===== config.mk =====
export PLATFORM = sky130hd
export DESIGN_NAME = multi_ch_disp_sel
export DESIGN_NICKNAME = d
export VERILOG_FILES = /design/src/rtl/disp_pkg.sv /design/src/rtl/disp_scan_timer.sv /design/src/rtl/multi_ch_disp_sel.sv
export SDC_FILE = /design/constraint.sdc
export NUM_CORES = 1
export LEC_CHECK = 0
export ABC_CLOCK_PERIOD_IN_PS = 6720
export BUFFER_PORTS_ARGS = -buffer_cell sky130_fd_sc_hd__buf_2
export CAP_MARGIN = 15
export CORE_AREA = 5 5 188 190
export DETAILED_ROUTE_END_ITERATION = 8
export DIE_AREA = 0 0 193 195
export PLACE_DENSITY = 0.71
export SLEW_MARGIN = 20
export SYNTH_ARGS = -nofsm -noshare
export SYNTH_HDL_FRONTEND = slang
export SYNTH_SLANG_ARGS = --single-unit
export TNS_END_PERCENT = 100

===== constraint.sdc =====
create_clock -name clk -period 6.72 [get_ports clk]
set_clock_uncertainty 0.2 [all_clocks]
set_input_delay 0.672 -clock clk [delete_from_list [all_inputs] [get_ports clk]]
set_output_delay 0.672 -clock clk [all_outputs]
set_load 0.005 [all_outputs]

===== src/rtl/disp_pkg.sv =====
// Shared definitions for the multi-channel display selector.
//   CH_IDX_W     : width of a channel index (up to 16 channels)
//   MODE_*       : ctrl[5:4] mode encodings
//   DEFAULT_PAT  : power-on value of every programmable channel
//   scan_state_t : auto-scan FSM states
package disp_pkg;

  localparam int CH_IDX_W = 4;

  localparam logic [1:0] MODE_DIRECT = 2'b00;
  localparam logic [1:0] MODE_ASCII  = 2'b01;
  localparam logic [1:0] MODE_REG    = 2'b10;
  localparam logic [1:0] MODE_SCAN   = 2'b11;

  localparam logic [31:0] DEFAULT_PAT = 32'hAA5555AA;

  typedef enum logic {
    SCAN_IDLE = 1'b0,
    SCAN_RUN  = 1'b1
  } scan_state_t;

endpackage


===== src/rtl/disp_scan_timer.sv =====
// Auto-scan dwell timer. Rotates a channel index through 0..TOTAL-1,
// holding each index for DWELL_CYC cycles.
// Ports:
//   clk, rst_n : clock, asynchronous active-low reset
//   start      : scan mode currently selected (held high while scanning)
//   freeze     : hold counter, index and FSM state; suppress advance
//   scan_idx   : channel index to display this cycle
//   scan_adv   : high in the cycle whose edge advances the index
module disp_scan_timer
  import disp_pkg::*;
#(
  parameter int TOTAL     = 10,
  parameter int DWELL_CYC = 4
) (
  input  logic                clk,
  input  logic                rst_n,
  input  logic                start,
  input  logic                freeze,
  output logic [CH_IDX_W-1:0] scan_idx,
  output logic                scan_adv
);

  localparam int CNT_W = (DWELL_CYC > 1) ? $clog2(DWELL_CYC) : 1;
  localparam logic [CNT_W-1:0]    CNT_LAST = CNT_W'(DWELL_CYC - 1);
  localparam logic [CH_IDX_W-1:0] IDX_LAST = CH_IDX_W'(TOTAL - 1);

  scan_state_t         state_q, state_d;
  logic [CNT_W-1:0]    cnt_q, cnt_d, cnt_cur;
  logic [CH_IDX_W-1:0] idx_q, idx_d, idx_cur;

  always_ff @(posedge clk or negedge rst_n) begin
    if (!rst_n) begin
      state_q <= SCAN_IDLE;
      cnt_q   <= '0;
      idx_q   <= '0;
    end else begin
      state_q <= state_d;
      cnt_q   <= cnt_d;
      idx_q   <= idx_d;
    end
  end

  // In IDLE the stored counter/index are stale; the entry cycle therefore
  // behaves as count 0 of channel 0, so every channel (including the first)
  // is shown for exactly DWELL_CYC cycles.
  always_comb begin
    cnt_cur  = (state_q == SCAN_RUN) ? cnt_q : '0;
    idx_cur  = (state_q == SCAN_RUN) ? idx_q : '0;
    state_d  = state_q;
    cnt_d    = cnt_q;
    idx_d    = idx_q;
    scan_adv = 1'b0;
    if (!freeze) begin
      if (start) begin
        state_d = SCAN_RUN;
        if (cnt_cur == CNT_LAST) begin
          cnt_d    = '0;
          idx_d    = (idx_cur == IDX_LAST) ? '0 : idx_cur + 1'b1;
          scan_adv = 1'b1;
        end else begin
          cnt_d = cnt_cur + 1'b1;
          idx_d = idx_cur;
        end
      end else begin
        state_d = SCAN_IDLE;
      end
    end
  end

  assign scan_idx = idx_cur;

endmodule


===== src/rtl/multi_ch_disp_sel.sv =====
// Multi-channel 7-segment data selector. Chooses one hex word (CPU-writable
// channel, fixed input channel, register-file word) or an ASCII string for
// the display driver, with an optional auto-scan over all channels.
// Ports:
//   clk, rst_n       : clock, asynchronous active-low reset
//   wr_en/wr_idx/wr_data : write port for the programmable channels
//   ctrl[5:4]        : mode (direct / ascii / reg / scan); ctrl[3:0] direct select
//   freeze           : hold every display output and the scan state
//   fix_data         : fixed channels, channel k at [k*DATA_W +: DATA_W]
//   reg_data         : register-file word for register display
//   uart_data        : 8 ASCII bytes
//   seg7_data, seg7_ascii_data, ascii_mode, cur_ch : registered display outputs
//   scan_tick        : one-cycle pulse when auto-scan advances
module multi_ch_disp_sel
  import disp_pkg::*;
#(
  parameter int DATA_W    = 32,
  parameter int ASCII_W   = 64,
  parameter int NUM_PROG  = 2,
  parameter int NUM_FIX   = 8,
  parameter int DWELL_CYC = 50_000_000,
  parameter logic [DATA_W-1:0] DEFAULT_PAT = DATA_W'(disp_pkg::DEFAULT_PAT)
) (
  input  logic                clk,
  input  logic                rst_n,
  input  logic                wr_en,
  input  logic [((NUM_PROG > 1) ? $clog2(NUM_PROG) : 1)-1:0] wr_idx,
  input  logic [DATA_W-1:0]   wr_data,
  input  logic [5:0]          ctrl,
  input  logic                freeze,
  input  logic [((NUM_FIX > 0) ? NUM_FIX*DATA_W : 1)-1:0] fix_data,
  input  logic [DATA_W-1:0]   reg_data,
  input  logic [ASCII_W-1:0]  uart_data,
  output logic [DATA_W-1:0]   seg7_data,
  output logic [ASCII_W-1:0]  seg7_ascii_data,
  output logic                ascii_mode,
  output logic [CH_IDX_W-1:0] cur_ch,
  output logic                scan_tick
);

  localparam int TOTAL    = NUM_PROG + NUM_FIX;
  localparam int WR_IDX_W = (NUM_PROG > 1) ? $clog2(NUM_PROG) : 1;

  generate
    if (NUM_PROG < 1 || NUM_FIX < 0 || TOTAL > 16 || DWELL_CYC < 1) begin : g_bad_cfg
      $fatal(1, "multi_ch_disp_sel: illegal NUM_PROG/NUM_FIX/DWELL_CYC");
    end
  endgenerate

  // Programmable channels. Writes are independent of freeze; an index with
  // no matching channel simply matches nothing.
  logic [DATA_W-1:0] prog_q [NUM_PROG];

  always_ff @(posedge clk or negedge rst_n) begin
    if (!rst_n) begin
      for (int k = 0; k < NUM_PROG; k++) prog_q[k] <= DEFAULT_PAT;
    end else begin
      for (int k = 0; k < NUM_PROG; k++) begin
        if (wr_en && (wr_idx == WR_IDX_W'(k))) prog_q[k] <= wr_data;
      end
    end
  end

  logic [1:0] mode;
  assign mode = ctrl[5:4];

  logic [CH_IDX_W-1:0] scan_idx;
  logic                scan_adv;

  disp_scan_timer #(
    .TOTAL     (TOTAL),
    .DWELL_CYC (DWELL_CYC)
  ) u_scan_timer (
    .clk      (clk),
    .rst_n    (rst_n),
    .start    (mode == MODE_SCAN),
    .freeze   (freeze),
    .scan_idx (scan_idx),
    .scan_adv (scan_adv)
  );

  // Full 16-entry channel map; unpopulated indices read as zero.
  logic [DATA_W-1:0] ch_tab [16];

  always_comb begin
    for (int k = 0; k < 16; k++) ch_tab[k] = '0;
    for (int k = 0; k < NUM_PROG; k++) ch_tab[k] = prog_q[k];
    for (int k = 0; k < NUM_FIX; k++) ch_tab[NUM_PROG + k] = fix_data[k*DATA_W +: DATA_W];
  end

  logic [DATA_W-1:0]   data_d;
  logic                am_d;
  logic [CH_IDX_W-1:0] ch_d;

  always_comb begin
    data_d = '0;
    am_d   = 1'b0;
    ch_d   = '0;
    case (mode)
      MODE_DIRECT: begin
        ch_d   = ctrl[3:0];
        data_d = ch_tab[ctrl[3:0]];
      end
      MODE_ASCII: am_d = 1'b1;
      MODE_REG:   data_d = reg_data;
      MODE_SCAN: begin
        ch_d   = scan_idx;
        data_d = ch_tab[scan_idx];
      end
      default: ;
    endcase
  end

  // scan_tick follows the timer even when frozen; the timer already
  // suppresses advance under freeze, so it reads 0 then.
  always_ff @(posedge clk or negedge rst_n) begin
    if (!rst_n) begin
      seg7_data       <= '0;
      seg7_ascii_data <= '0;
      ascii_mode      <= 1'b0;
      cur_ch          <= '0;
      scan_tick       <= 1'b0;
    end else begin
      scan_tick <= scan_adv;
      if (!freeze) begin
        seg7_data       <= data_d;
        seg7_ascii_data <= uart_data;
        ascii_mode      <= am_d;
        cur_ch          <= ch_d;
      end
    end
  end

endmodule


* Word level (Yosys, flattened, before mapping)
Index checks and enable logic that the tools add are counted.
Widths: inputs -> output; s select.
** Storage, ports and cells
- Register bits :: 197
- Bits in latches :: 0
- Memory bits (writable) :: 0
- Memory bits (read-only) :: 0
- Input bits :: 395
- Output and inout bits :: 102
- Word-level logic and storage cells :: 45
- Memories :: 0
** Operators by class
- Add/subtract/negate cells :: 2
- Multiply operators :: 0
- Divide/modulo/power cells :: 0
- Order comparisons :: 2
- Eq/ne operators :: 5
- Shifts and indexed selects :: 0
- Mux-type cells :: 18
- Bitwise operators :: 4
- Reduce and logical (&&, ||, !) cells :: 4
** Operators with widths (number)
- $bmux 32 s4 :: 2
- $mux 32 :: 4
- $pmux 32 s3 :: 1
- $mux 26 :: 2
- $add 26x1->26 const B :: 1
- $eq 26x26->1 const B :: 1
- $mux 4 :: 3
- $ge 5x5->1 const B :: 2
- $not 4->5 :: 2
- $pmux 4 s2 :: 1
- $mux 1 :: 5
- $add 4x1->4 const B :: 1
- $eq 2x2->1 const B :: 2
- $eq 4x4->1 const B :: 1
- $eq 2x1->1 const B :: 1
- $logic_and 1x1->1 :: 2
- $logic_not 2->1 :: 1
- $not 1->1 :: 2
- $reduce_and 2->1 :: 1

* Logic depth before layout (Yosys ltp)
- Depth after elaboration :: 6
- Gate-level depth with buffers :: 13
- Depth with buffers taken out :: 7

* Cells and area by module
A second synthesis with hierarchy kept.
** Second synthesis, totals
- Cells, all modules :: 1263
- Area total of the unflattened synthesis :: 14138.6 um^2
** Modules (own cells, without submodules)
- multi_ch_disp_sel :: times used 1, cells an instance 1032, area an instance 12256.8 um^2, sequential area each 4194.0 um^2
- disp_scan_timer :: times used 1, cells an instance 231, area an instance 1881.8 um^2, sequential area each 775.7 um^2

* Least setup slack after synthesis
No wires, ideal clock.
- Kind :: reg-to-reg
- Start point :: register u_scan_timer.state_q
- End point :: register u_scan_timer.cnt_q[17]
- Library setup time :: 120 ps
- Data arrival time :: 3136 ps
- Required time :: 6400 ps
- Slack :: 3264 ps
- Stages on the path, launching flop included :: 14
- Buffers on the path :: 6
- Period minus slack after synthesis :: 3456 ps
- Cell sequence :: dfrtp_1 -> buf_4 -> buf_2 -> buf_1 -> clkbuf_1 -> and2_1 -> ha_1 -> nand3_2 -> or3_1 -> buf_2 -> or4b_4 -> buf_6 -> and2_4 -> a31o_1
** On the way
- Word-level cells in the longest chain between the ends :: 3
- Elaborated cells between the ends (all ways) :: 4
- Classes of those cells :: add/sub: 1; eq/ne: 1; mux: 2
** RTL lines
- start, declared :: RTL line disp_scan_timer.sv:27 : scan_state_t state_q, state_d;
- start signal, assigned :: RTL line disp_scan_timer.sv:37 : state_q <= state_d;
- $mux 26 (*) :: RTL line disp_scan_timer.sv:47 : cnt_cur = (state_q == SCAN_RUN) ? cnt_q : '0;
- $add 26x1->26 / $eq 26x26->1 (equally long branches) :: RTL line disp_scan_timer.sv:61, disp_scan_timer.sv:56
- $mux 26 (*) :: RTL line disp_scan_timer.sv:56 : if (cnt_cur == CNT_LAST) begin
- end signal, assigned :: RTL line disp_scan_timer.sv:38 : cnt_q <= cnt_d;
- end, declared :: RTL line disp_scan_timer.sv:28 : logic [CNT_W-1:0] cnt_q, cnt_d, cnt_cur;
Every way passes the cells marked *; elsewhere a longest branch is shown, timed or not.
A chain may end at the register's enable or synchronous reset.

* Worst setup path after layout
- Start point :: register u_scan_timer.idx_q[1]
- End point :: register u_scan_timer.idx_q[3]
** On the way
- Word-level cells in the longest chain between the ends :: 4
- Elaborated cells between the ends (all ways) :: 5
- Classes of those cells :: add/sub: 1; eq/ne: 1; mux: 3
** RTL lines
- start, declared :: RTL line disp_scan_timer.sv:29 : logic [CH_IDX_W-1:0] idx_q, idx_d, idx_cur;
- start signal, assigned :: RTL line disp_scan_timer.sv:39 : idx_q <= idx_d;
- $mux 4 (*) :: RTL line disp_scan_timer.sv:48 : idx_cur = (state_q == SCAN_RUN) ? idx_q : '0;
- $add 4x1->4 / $eq 4x4->1 (equally long branches) :: RTL line disp_scan_timer.sv:58 : idx_d = (idx_cur == IDX_LAST) ? '0 : idx_cur + 1'b1;
- $mux 4 (*) :: RTL line disp_scan_timer.sv:58
- $mux 4 (*) :: RTL line disp_scan_timer.sv:56
Marked as above.

==> results.py <==
metrics = {
    "die": {
        "core_sq_um": 33280,
        "die_w_microns": 193,
        "num_rows": 67,
        "initial_core_util_pct": 40.72,
        "dieHeight_microns": 195,
        "io_pins": 497,
        "dieArea_sq_um": 37640,
    },
    "synth": {
        "synthArstFlopShare_pct": 100.0,
        "synthMostInstantiatedCell": "mux2_2",
        "synth_common_cells": "mux2_2, dfrtp_1, mux2i_1",
        "yosysTopAreaCellShare_pct": 30.47,
        "syn-cell-area_sq_um": 13550,
        "synth_edf_count": 0,
        "ys_types": 64,
        "seq_area_frac_synth_pct": 36.68,
        "yosysTopAreaCell": "dfrtp_1",
        "syn_nets": 1741,
        "ys.flop_type": "dfrtp_1",
        "yosysWarnings": 0,
        "synthCells": 1341,
        "synth_top_cells_by_area": "dfrtp_1, mux2_2, mux2i_1",
        "ys_seq_elements": 197,
        "syn_area_per_cell_sq_um": 10.10,
    },
    "timing": {
        "finalHoldViolCount": 0,
        "slew_violations": 0,
        "tightest_slew_ns": 1.198,
        "period_needed_ns": 3.775,
        "slew_headroom_pct": 19.95,
        "fmax_mhz": 264.9,
        "setup_viol": 0,
        "fin_tns_setup_ns": 0,
        "period_share_pct": 56.17,
        "grt_setup_unrepaired": "no",
    },
    "drt": {
        "num_vias": 13643,
        "ant_nets": 0,
        "vias_per_cell": 6.132,
        "dr.pass1.iters": 6,
        "first_iter_violations": 910,
        "wl_mm": 55.37,
        "drc": 0,
        "routedWlPerCell_microns": 24.88,
    },
    "global_routing": {
        "first_global_vias": 14173,
        "grt_max_degree": 89,
        "antenna_found_initial": 20,
        "grt-ovfl-total": 0,
        "grtUsageTotal_pct": 28.56,
        "grt_pass1_wl_mm": 82.84,
    },
    "cells_and_area": {
        "fin_nets": 2147,
        "area_delta_synth_final_pct": 25.41,
        "fin_area_sq_um": 16990,
        "drive_gt1_share_pct": 46.99,
        "nFillCells": 3071,
    },
    "power": {
        "leakage_nw": 7.524,
        "total_power_mw": 3.504,
        "clockPowerShare_pct": 30.1,
        "internal_power_mw": 2.319,
        "p_switching_mw": 1.185,
        "p_per_area_nw_per_um2": 206.2,
        "p_comb_share_pct": 26.3,
        "ir_drop_v": 0.0001764,
        "p_sw_share_pct": 33.81,
        "seq_power_share_pct": 43.6,
    },
    "critical_path": {
        "r2r_slack_ns": 2.95,
        "worstRegToRegCells": 7,
        "reg2reg_to": "u_scan_timer.idx_q[3]",
        "critPathMaxFanout": 24,
        "crit_type": "flip-flop to flip-flop",
        "r2r_start": "u_scan_timer.idx_q[1]",
        "worst_setup_path_end_kind": "flip-flop",
        "cp.arrival_ns": 3.96,
        "startpoint_type": "flip-flop",
        "crit_required_ns": 6.91,
    },
    "clock_tree": {
        "insertion_delay_ns": 0.46,
        "cts.clk_slew.worst_paths_ns": 0.08,
        "cts_htree_levels": 4,
        "cts-root-buf": "clkbuf_16",
        "cts_buffers": 17,
        "cts_resized": 0,
        "postCtsSetupBuffers": 0,
        "cts.sink_count": 197,
        "cts_tree": "yes",
        "clk_path_buf_depth": 2,
    },
    "worst_hold_path": {
        "whs_endpoint": "seg7_ascii_data[38]",
        "hold_class": "input pin to flip-flop",
        "min_path_cells": 2,
        "hold_start": "uart_data[38]",
    },
    "placement": {
        "placed_area_sq_um": 16330,
        "gp_congestion": 0.9454,
        "port_buffers": 496,
        "hpwl_mm": 39.39,
    },
    "job": {
        "drv_cap": 0,
    },
    "status": {
        "status": "finished clean",
    },
}
flip-flops by register name (all words and copies together), names as in the netlist:
register	flops
u_scan_timer.cnt_q	26
ch_tab	64
scan_tick	1
u_scan_timer.state_q	1
cur_ch	4
ascii_mode	1
seg7_data	32
u_scan_timer.idx_q	4
seg7_ascii_data	64
metrics by stage:
stage	hold slack [ns]	setup WS, ns	std cells	util [%]
final	0.2356	2.945	2225	51.06
after global placement	0.2643	2.955	2172	48.97
after CTS	0.2200	3.033	2207	50.86
after global routing	0.2163	2.860	2222	51.04
after detailed placement	0.2667	2.921	2174	49.07
after floorplan	0.1764	3.264	1341	-
power by group through the flow:
| stage | sequential (mW) | clock (mW) | combinational, mW |
|---|---|---|---|
| final | 1.53 | 1.06 | 0.921 |
| after detailed placement | 1.54 | 0 | 0.914 |
| after CTS | 1.52 | 1.07 | 0.918 |
| after global placement | 1.53 | 0 | 0.891 |
| after floorplan | 1.48 | 0 | 0.564 |
| after global routing | 1.55 | 1.12 | 1.00 |
cells in the final DEF (no fill, tap or decap), types with 32 or more instances in the layout:
| cell type | Yosys | final |
|---|---|---|
| buf_2 | 16 | 493 |
| mux2_2 | 193 | 193 |
| dfrtp_1 | 165 | 163 |
| mux2i_1 | 129 | 129 |
| o21ai_0 | 117 | 116 |
| nand2_1 | 96 | 93 |
| a21oi_1 | 78 | 78 |
| o22ai_1 | 63 | 63 |
| nor2_1 | 50 | 48 |
| o221ai_1 | 33 | 33 |
| mux4_2 | 33 | 33 |
| nor2b_1 | 33 | 32 |
| dfstp_2 | 32 | 32 |
critical path, stage by stage, from the launching register on:
cell and delay, ns:
dfrtp_2 0.92, buf_4 0.50, clkinv_1 0.78, buf_4 0.50
nor3_1 0.20, a21oi_1 0.05, or4_1 0.40, nand3_1 0.09
area by class of cell:
class                   instances  area [sq um]  share of cell area (%)
flip-flops and latches        197          4975                   29.27
multi-input cells            1009          8110                   47.72
well taps                     448         560.5                   3.298
repair buffers                514          2690                   15.83
clock buffers                  17         425.4                   2.503
diodes                         17         42.54                  0.2503
clock inverters                15         160.2                  0.9424
inverters                       8         30.03                  0.1767
cells by family after synthesis:
kind of cell	count (synthesis)	share of synthesized area, %
simple gates	258	9.308
flops	197	36.68
buf+inv	135	3.970
xor+xnor	2	0.1293
compound gates	389	18.40
mux	355	31.05
fa+ha+maj	5	0.4617
what timing repair did:
action | in CTS | in global routing
setup endpoints to repair | 0 | 0
hold buffers | 1 | 0
hold endpoints to repair | 44 | 0
worst max path at each step:
stage | from | to | slack [ns] | depth (start not counted)
2_1_floorplan | u_scan_timer.state_q | u_scan_timer.cnt_q[13] | 3.26 | 13
3_3_place_gp | ctrl[4] | u_scan_timer.idx_q[3] | 2.95 | 7
6_report | u_scan_timer.idx_q[1] | u_scan_timer.idx_q[3] | 2.95 | 7
3_5_place_dp | ctrl[4] | u_scan_timer.idx_q[3] | 2.92 | 7
4_1_cts | u_scan_timer.idx_q[1] | u_scan_timer.idx_q[3] | 3.03 | 7
5_1_grt | u_scan_timer.idx_q[1] | u_scan_timer.idx_q[3] | 2.86 | 7
per-layer routing:
layer	track usage (%)	vias to the layer above	routed length [microns]
met5	0	-	41
met4	14.37	6	2910
met3	7.071	169	4669
met2	47.17	757	27010
met1	34.60	6716	20740
li1	-	5995	-
No activity file was read; power rests on OpenSTA's default activity.
